--- src/rtl/fifo_test_pkg.sv ---
// Shared types and defaults for the dual-clock FIFO test-path controllers.
// Latency: n/a (types and constants only).
// Backpressure: n/a.
//
// Contents: controller state enum, default data/count widths, and the settle
// delay default used by both the write-side and read-side controllers.
package fifo_test_pkg;

  localparam int DEF_DATA_W    = 8;
  localparam int DEF_CNT_W     = 16;
  localparam int DEF_DELAY_CYC = 10;

  typedef enum logic [1:0] {
    IDLE       = 2'd0,
    WAIT_EMPTY = 2'd1,
    DELAY      = 2'd2,
    WRITE      = 2'd3
  } fifo_ctrl_state_t;

endpackage

--- src/rtl/sync_2ff.sv ---
// Single-bit two-flop synchroniser into the clk domain.
// Latency: 2 clk edges from din to dout (2-3 cycles from an async change).
// Backpressure: none.
//
// Ports: clk (destination clock), rst (sync active-high, clears both flops),
//        din (asynchronous input), dout (synchronised output).
module sync_2ff (
  input  logic clk,
  input  logic rst,
  input  logic din,
  output logic dout
);

  logic stage0;

  always_ff @(posedge clk) begin
    if (rst) begin
      stage0 <= 1'b0;
      dout   <= 1'b0;
    end else begin
      stage0 <= din;
      dout   <= stage0;
    end
  end

endmodule

--- src/rtl/fifo_wr_ctrl.sv ---
// Write-side FIFO test controller: waits for empty, settles, then writes a
// wrapping incrementing pattern until almost_full. Latency: first beat
// DELAY_CYC edges after empty is seen synchronised. Backpressure: almost_full
// ends the burst (one final beat fills the last slot); full only flags ovf_err.
//
// Ports: wr_clk, rst (sync active-high), wr_rst_busy (abort/hold in IDLE),
//        empty (async, synchronised here), almost_full, full,
//        fifo_wr_en/fifo_wr_data (registered write port), burst_cnt,
//        busy (DELAY or WRITE), ovf_err (sticky write-into-full).
module fifo_wr_ctrl
  import fifo_test_pkg::*;
#(
  parameter int                DATA_W    = DEF_DATA_W,
  parameter logic [DATA_W-1:0] DATA_INIT = '0,
  parameter int                DELAY_CYC = DEF_DELAY_CYC,
  parameter int                CNT_W     = DEF_CNT_W
) (
  input  logic              wr_clk,
  input  logic              rst,
  input  logic              wr_rst_busy,
  input  logic              empty,
  input  logic              almost_full,
  input  logic              full,
  output logic              fifo_wr_en,
  output logic [DATA_W-1:0] fifo_wr_data,
  output logic [CNT_W-1:0]  burst_cnt,
  output logic              busy,
  output logic              ovf_err
);

  localparam logic [7:0] DELAY_LAST = 8'(DELAY_CYC - 1);

  fifo_ctrl_state_t  state, state_nxt;
  logic [7:0]        dly_cnt, dly_cnt_nxt;
  logic              wr_en_nxt;
  logic [DATA_W-1:0] data_nxt;
  logic [CNT_W-1:0]  burst_nxt;
  logic              busy_nxt;
  logic              ovf_nxt;
  logic              empty_sync;

  sync_2ff u_empty_sync (
    .clk  (wr_clk),
    .rst  (rst),
    .din  (empty),
    .dout (empty_sync)
  );

  always_comb begin
    state_nxt   = state;
    dly_cnt_nxt = dly_cnt;
    burst_nxt   = burst_cnt;

    case (state)
      IDLE: state_nxt = WAIT_EMPTY;
      WAIT_EMPTY: begin
        // almost_full is deliberately ignored here: a stale empty wins and
        // the settle delay absorbs it.
        if (empty_sync) begin
          dly_cnt_nxt = '0;
          state_nxt   = DELAY;
        end
      end
      DELAY: begin
        if (dly_cnt == DELAY_LAST) begin
          state_nxt = WRITE;
        end else begin
          dly_cnt_nxt = dly_cnt + 8'd1;
        end
      end
      WRITE: begin
        // The beat already on the bus at this edge takes the last free slot.
        if (almost_full && fifo_wr_en) begin
          state_nxt = WAIT_EMPTY;
          burst_nxt = burst_cnt + 1'b1;
        end
      end
      default: state_nxt = IDLE;
    endcase

    // FIFO reset in progress overrides everything; an aborted burst is not counted.
    if (wr_rst_busy) begin
      state_nxt   = IDLE;
      dly_cnt_nxt = '0;
      burst_nxt   = burst_cnt;
    end

    wr_en_nxt = (state_nxt == WRITE);
    busy_nxt  = (state_nxt == DELAY) || (state_nxt == WRITE);

    // Pattern advances only on beats the FIFO actually accepts.
    data_nxt = (fifo_wr_en && !full) ? fifo_wr_data + 1'b1 : fifo_wr_data;
    ovf_nxt  = ovf_err | (fifo_wr_en & full);
  end

  always_ff @(posedge wr_clk) begin
    if (rst) begin
      state        <= IDLE;
      dly_cnt      <= '0;
      fifo_wr_en   <= 1'b0;
      fifo_wr_data <= DATA_INIT;
      burst_cnt    <= '0;
      busy         <= 1'b0;
      ovf_err      <= 1'b0;
    end else begin
      state        <= state_nxt;
      dly_cnt      <= dly_cnt_nxt;
      fifo_wr_en   <= wr_en_nxt;
      fifo_wr_data <= data_nxt;
      burst_cnt    <= burst_nxt;
      busy         <= busy_nxt;
      ovf_err      <= ovf_nxt;
    end
  end

endmodule

--- config.mk ---
export PLATFORM = sky130hd
export DESIGN_NAME = fifo_wr_ctrl
export DESIGN_NICKNAME = d
export VERILOG_FILES = /design/src/rtl/fifo_test_pkg.sv /design/src/rtl/sync_2ff.sv /design/src/rtl/fifo_wr_ctrl.sv
export SDC_FILE = /design/constraint.sdc
export NUM_CORES = 1
export LEC_CHECK = 0
export BUFFER_PORTS_ARGS = -buffer_cell sky130_fd_sc_hd__buf_2
export CAP_MARGIN = 20
export CORE_ASPECT_RATIO = 1.25
export CORE_MARGIN = 3
export CORE_UTILIZATION = 57
export CTS_CLUSTER_SIZE = 14
export DETAILED_ROUTE_END_ITERATION = 10
export PLACE_DENSITY_LB_ADDON = 0.15
export SLEW_MARGIN = 40
export SYNTH_ARGS = -nofsm -noshare
export SYNTH_HDL_FRONTEND = slang
export SYNTH_HIERARCHICAL = 1
export SYNTH_SLANG_ARGS = --single-unit
--- constraint.sdc ---
create_clock -name wr_clk -period 2.8 [get_ports wr_clk]
set_input_delay 0.28 -clock wr_clk [delete_from_list [all_inputs] [get_ports wr_clk]]
set_output_delay 0.28 -clock wr_clk [all_outputs]
set_load 0.02 [all_outputs]
== After elaboration in Yosys (flattened, before gate mapping) ==
Index checks and enable logic that the tools add are counted.

* Mux-type cells: 8
* Add/sub/neg operators: 3
* Bitwise gates (word level): 3
* Equal/unequal tests: 8
* Reduce and logical (&&, ||, !) cells: 9

{| class="wikitable"
|+ Operator list
! kind !! count
|-
| adder 16 x 1 -> 16 bit (second input constant) || 1
|-
| adder 8 x 1 -> 8 bit (second input constant) || 2
|-
| 2-to-1 mux 8 bit || 2
|-
| case mux 8 bit (2 select lines) || 1
|-
| == test 2 bit (second input constant) || 4
|-
| == test 8 x 4 -> 1 bit (second input constant) || 1
|-
| 2-to-1 mux 2 bit || 4
|-
| case mux 2 bit (4 select lines) || 1
|-
| AND reduction 3 bit || 2
|-
| == test 2 x 1 -> 1 bit (second input constant) || 1
|-
| logical AND 1 bit || 2
|-
| logical NOT 2 bit || 1
|-
| inequality test 2 x 1 -> 1 bit (second input constant) || 1
|-
| inequality test 2 bit (second input constant) || 1
|-
| nonzero test 2 bit || 1
|-
| OR reduction 2 bit || 1
|-
| AND 1 bit || 1
|-
| logical NOT 1 bit || 1
|-
| logical OR 1 bit || 1
|-
| NOT 1 bit || 1
|-
| bitwise OR 1 bit || 1
|}

* Flip-flop bits (word level): 39
* Bits of input ports: 6
* Word-level logic and storage cells: 40
* Output and inout port bits: 27

== Longest topological paths before layout ==
* Word-level depth: 6
* Mapped depth: 7
* Depth with buffers taken out: 6

== Hierarchy ==
Netlist, hierarchy kept.

{| class="wikitable"
|+ By module, submodules not included
! module !! cells an instance !! area each (um^2) !! times used
|-
| fifo_wr_ctrl || 195 || 1726.7 || 1
|-
| sync_2ff || 4 || 52.6 || 1
|}

== Worst setup path before layout ==
OpenSTA, ideal clock, no wires.

* Path kind: register -> register
* Start point: register fifo_wr_en
* End point: register burst_cnt[13]
* Required time: 2.729 ns
* Path slack: 0.926 ns
* Stages on the path, launching flop included: 6
* Buffers on the path: 1
* Period minus slack after synthesis: 1.874 ns
* Arrival: 1.804 ns
* Path through: dfxtp_1 > nand3_2 > or3_4 > buf_6 > or4_1 > a21oi_1

* Cells in the longest elaborated chain, start to end: 2

{| class="wikitable"
|+ RTL lines
! what !! RTL line !! text
|-
| from (decl) || fifo_wr_ctrl.sv:24 || <nowiki>output logic fifo_wr_en,</nowiki>
|-
| from (signal assigned) || fifo_wr_ctrl.sv:108 || <nowiki>fifo_wr_en <= wr_en_nxt;</nowiki>
|-
| logical AND 1 bit || fifo_wr_ctrl.sv:73 || <nowiki>if (almost_full && fifo_wr_en) begin</nowiki>
|-
| AND reduction 3 bit (no source line) || -- ||
|-
| to (signal assigned) || fifo_wr_ctrl.sv:110 || <nowiki>burst_cnt <= burst_nxt;</nowiki>
|-
| to (decl) || fifo_wr_ctrl.sv:26 || <nowiki>output logic [CNT_W-1:0] burst_cnt,</nowiki>
|}

No other way between the ends.
A chain may end at the register's enable or synchronous reset.

== Worst setup path after layout ==
* Start point: register dly_cnt[0]
* End point: register dly_cnt[4]

* Cells in the longest elaborated chain, start to end: 3
* Elaborated cells on any way between the ends: 6

{| class="wikitable"
|+ RTL lines
! what !! RTL line !! text
|-
| from (decl) || fifo_wr_ctrl.sv:34 || <nowiki>logic [7:0] dly_cnt, dly_cnt_nxt;</nowiki>
|-
| from (signal assigned) || fifo_wr_ctrl.sv:107 || <nowiki>dly_cnt <= dly_cnt_nxt;</nowiki>
|-
| adder 8 x 1 -> 8 bit / == test 8 x 4 -> 1 bit (equally long branches) || fifo_wr_ctrl.sv:68, fifo_wr_ctrl.sv:65 ||
|-
| 2-to-1 mux 8 bit / inequality test 2 bit (equally long branches) || -- ||
|-
| case mux 8 bit (2 select lines) / AND reduction 3 bit (equally long branches) || -- ||
|}

Several ways; a longest one is shown, not always the timed one. The select of a mux whose other input is x is not followed.

==> flow_summary.yaml <==
setup_path:
  path_class: "flip-flop to flip-flop"
  critical_path_required_ps: 3050
  worstPathArrival_ps: 2090
  endpoint_kind: "flip-flop"
  path_max_fanout: 14
  cp-start-kind: "flip-flop"
power:
  p_total_w: 0.0009118
  clkPwrFrac_pct: 36.4
  p_per_area_mw_per_mm2: 455.8
  p_comb_share_pct: 2.3
  pwr-share-seq_pct: 61.3
  netSwitchingFraction_pct: 21.99
  internal-power_w: 0.0007113
  leakage_nw: 0.7822
  power.switching_w: 0.0002005
  ir_drop_v: 0.0003374
clock_network:
  max-clock-path-buffers: 2
  cts_tree: "done"
  clock-root-buffer: "clkbuf_4"
  cts.repair.resized: 0
  worstSkewPairLatency_ps: 350
  cts_max_level: 2
  cts.sinks: 39
  post_cts_buffers: 0
  holdBufCountCts: 0
  cts_buffers: 5
  clk_pin_slew_worst_paths_ps: 110
placed_design:
  pre_cts_ws_ps: 979.2
  port-buffer-count: 32
  hpwlAfterDp_mm: 2.526
  globalplace.congestion: 0.8918
  place_area_sq_mm: 0.001932
final_layout:
  fill_cells: 272
  finalNetCount: 238
  postLayoutCellArea_sq_mm: 0.002001
  drive_gt1_share_pct: 18.78
  area_growth_pct: 12.45
  diodes: 0
global_routing:
  antenna_found_initial: 0
  grt_start_max_net_pins: 33
  grt.total_usage_pct: 20.09
  grt_pass1_vias: 1336
  overflow: 0
  grt_pass1_wl_mm: 6.037
detailed_routing:
  routed_wl_mm: 3.576
  vias_per_cell: 5.683
  wl_per_cell_microns: 13.49
  ant_nets: 0
  via_count: 1506
  drtPass1Iterations: 4
  drc: 0
  drtIter0Drc: 59
floorplan:
  row_count: 22
  chipWidth_microns: 55.97
  io_pins: 33
  die_h_microns: 68.47
  dieArea_sq_mm: 0.003832
  initial_core_util_pct: 59.85
  core_sq_mm: 0.002973
outcome:
  status: "finished, final reports clean"
timing:
  finalSetupViolations: 0
  rsz0062_at_grt: "false"
  hold_violations: 0
  relSlewSlack_pct: 61.33
  period_share_pct: 65.73
  setup-tns-final_ps: 0
  fin_ws_ps: 959.4
  period_needed_ps: 1841
  skew_ps: 9.214
  tightest_slew_ps: 578.3
  finalMaxSlewViolations: 0
  fmax_mhz: 543.3
logic_synthesis:
  ys_warn_count: 6
  synth_top_cell_area_share_pct: 43.88
  synth_edf_count: 0
  synthArstFlopShare_pct: 0
  synth_fp_nets: 209
  ys_seq_area_share_pct: 43.88
  synth_top_cells_by_count: "dfxtp_1, nor2_1, nand2_1"
  synth_most_common_cell: "dfxtp_1"
  synth_area_sq_mm: 0.001779
  syn_avg_cell_area_sq_um: 8.941
  yosys-top-cells-area: "dfxtp_1, a21oi_1, nor2_1"
  ys_ff_latch: 39
  synthCells: 199
  ys_types: 41
  synth_top_area_cell: "dfxtp_1"
  synth_ff_type: "dfxtp_1"
hold_path:
  hold_path_class: "input port to flip-flop"
run:
  drv_cap: 0
-- power groups by stage --
stage | Sequential [W] | Combinational, W | Clock [W]
6_report | 0.000559 | 0.0000212 | 0.000332
5_1_grt | 0.000559 | 0.0000239 | 0.000356
4_1_cts | 0.000559 | 0.0000211 | 0.000338
3_5_place_dp | 0.000571 | 0.0000210 | 0
3_3_place_gp | 0.000571 | 0.0000207 | 0
2_1_floorplan | 0.000571 | 0.0000133 | 0
-- worst max-delay path: stages (launching register included) --
cell and delay, ps:
dfxtp_1 460, ha_1 190, nor4b_1 350, a21o_1 410
a21oi_1 130, o22a_1 200
-- final timing paths --
check | from | end | slack [ps] | depth (start not counted)
worst min register to register | u_empty_sync/stage0 | u_empty_sync/dout | 460 | 1
worst max register to register | dly_cnt[0] | dly_cnt[4] | 960 | 5
worst max-delay path | dly_cnt[0] | dly_cnt[4] | 960 | 5
worst min-delay path | empty | u_empty_sync/stage0 | 140 | 2
-- cell usage in the layout, fill, tap and decap left out, types with 6 or more instances in the layout --
cell type	n
xor2_1	6
nand2_1	16
o21ai_0	6
nand4_1	6
a21oi_1	15
buf_2	32
dfxtp_1	39
nand3_1	8
nor2_1	19
xnor2_1	8
-- final cells by class --
type	instances	area, sq um	share of cell area [%]
multi-input combinational	145	927.1	46.34
sequential	39	780.7	39.02
timing repair buffer	32	160.2	8.005
clock buffer	8	68.82	3.440
tap	36	45.04	2.251
inverter	5	18.77	0.9381
-- per-stage QoR --
step	cells	utilization (%)	hold WS [ps]
final	265	67.30	136.5
after global routing	265	67.30	164.6
after CTS	265	67.30	127.1
after detailed placement	257	64.98	440.8
after global placement	257	64.98	423.9
after floorplan	199	-	351.6
-- routing by layer --
metal | track usage, % | vias to the layer above | wire (microns)
li1 | - | 777 | -
met1 | 24.08 | 685 | 1596
met2 | 33.63 | 37 | 1725
met3 | 3.396 | 7 | 172
met4 | 12.76 | 0 | 82
met5 | 0 | - | 0
-- flip-flops by register name (all words and copies together), names as in the netlist --
name                 flops
burst_cnt               16
busy                     1
dly_cnt                  8
fifo_wr_data             8
fifo_wr_en               1
ovf_err                  1
state                    2
u_empty_sync/dout        1
u_empty_sync/stage0      1
-- logic make-up (layout without fill, tap and decap cells) --
logic type	after synthesis	count (layout)	synth area share, %
buf+inv	15	45	4.009
simple gates	87	87	27.08
xor+xnor	14	14	6.892
flops	39	39	43.88
fa+ha+maj	4	4	2.813
compound gates	38	38	14.21
mux	2	2	1.125
No activity file was read; power rests on OpenSTA's default activity.
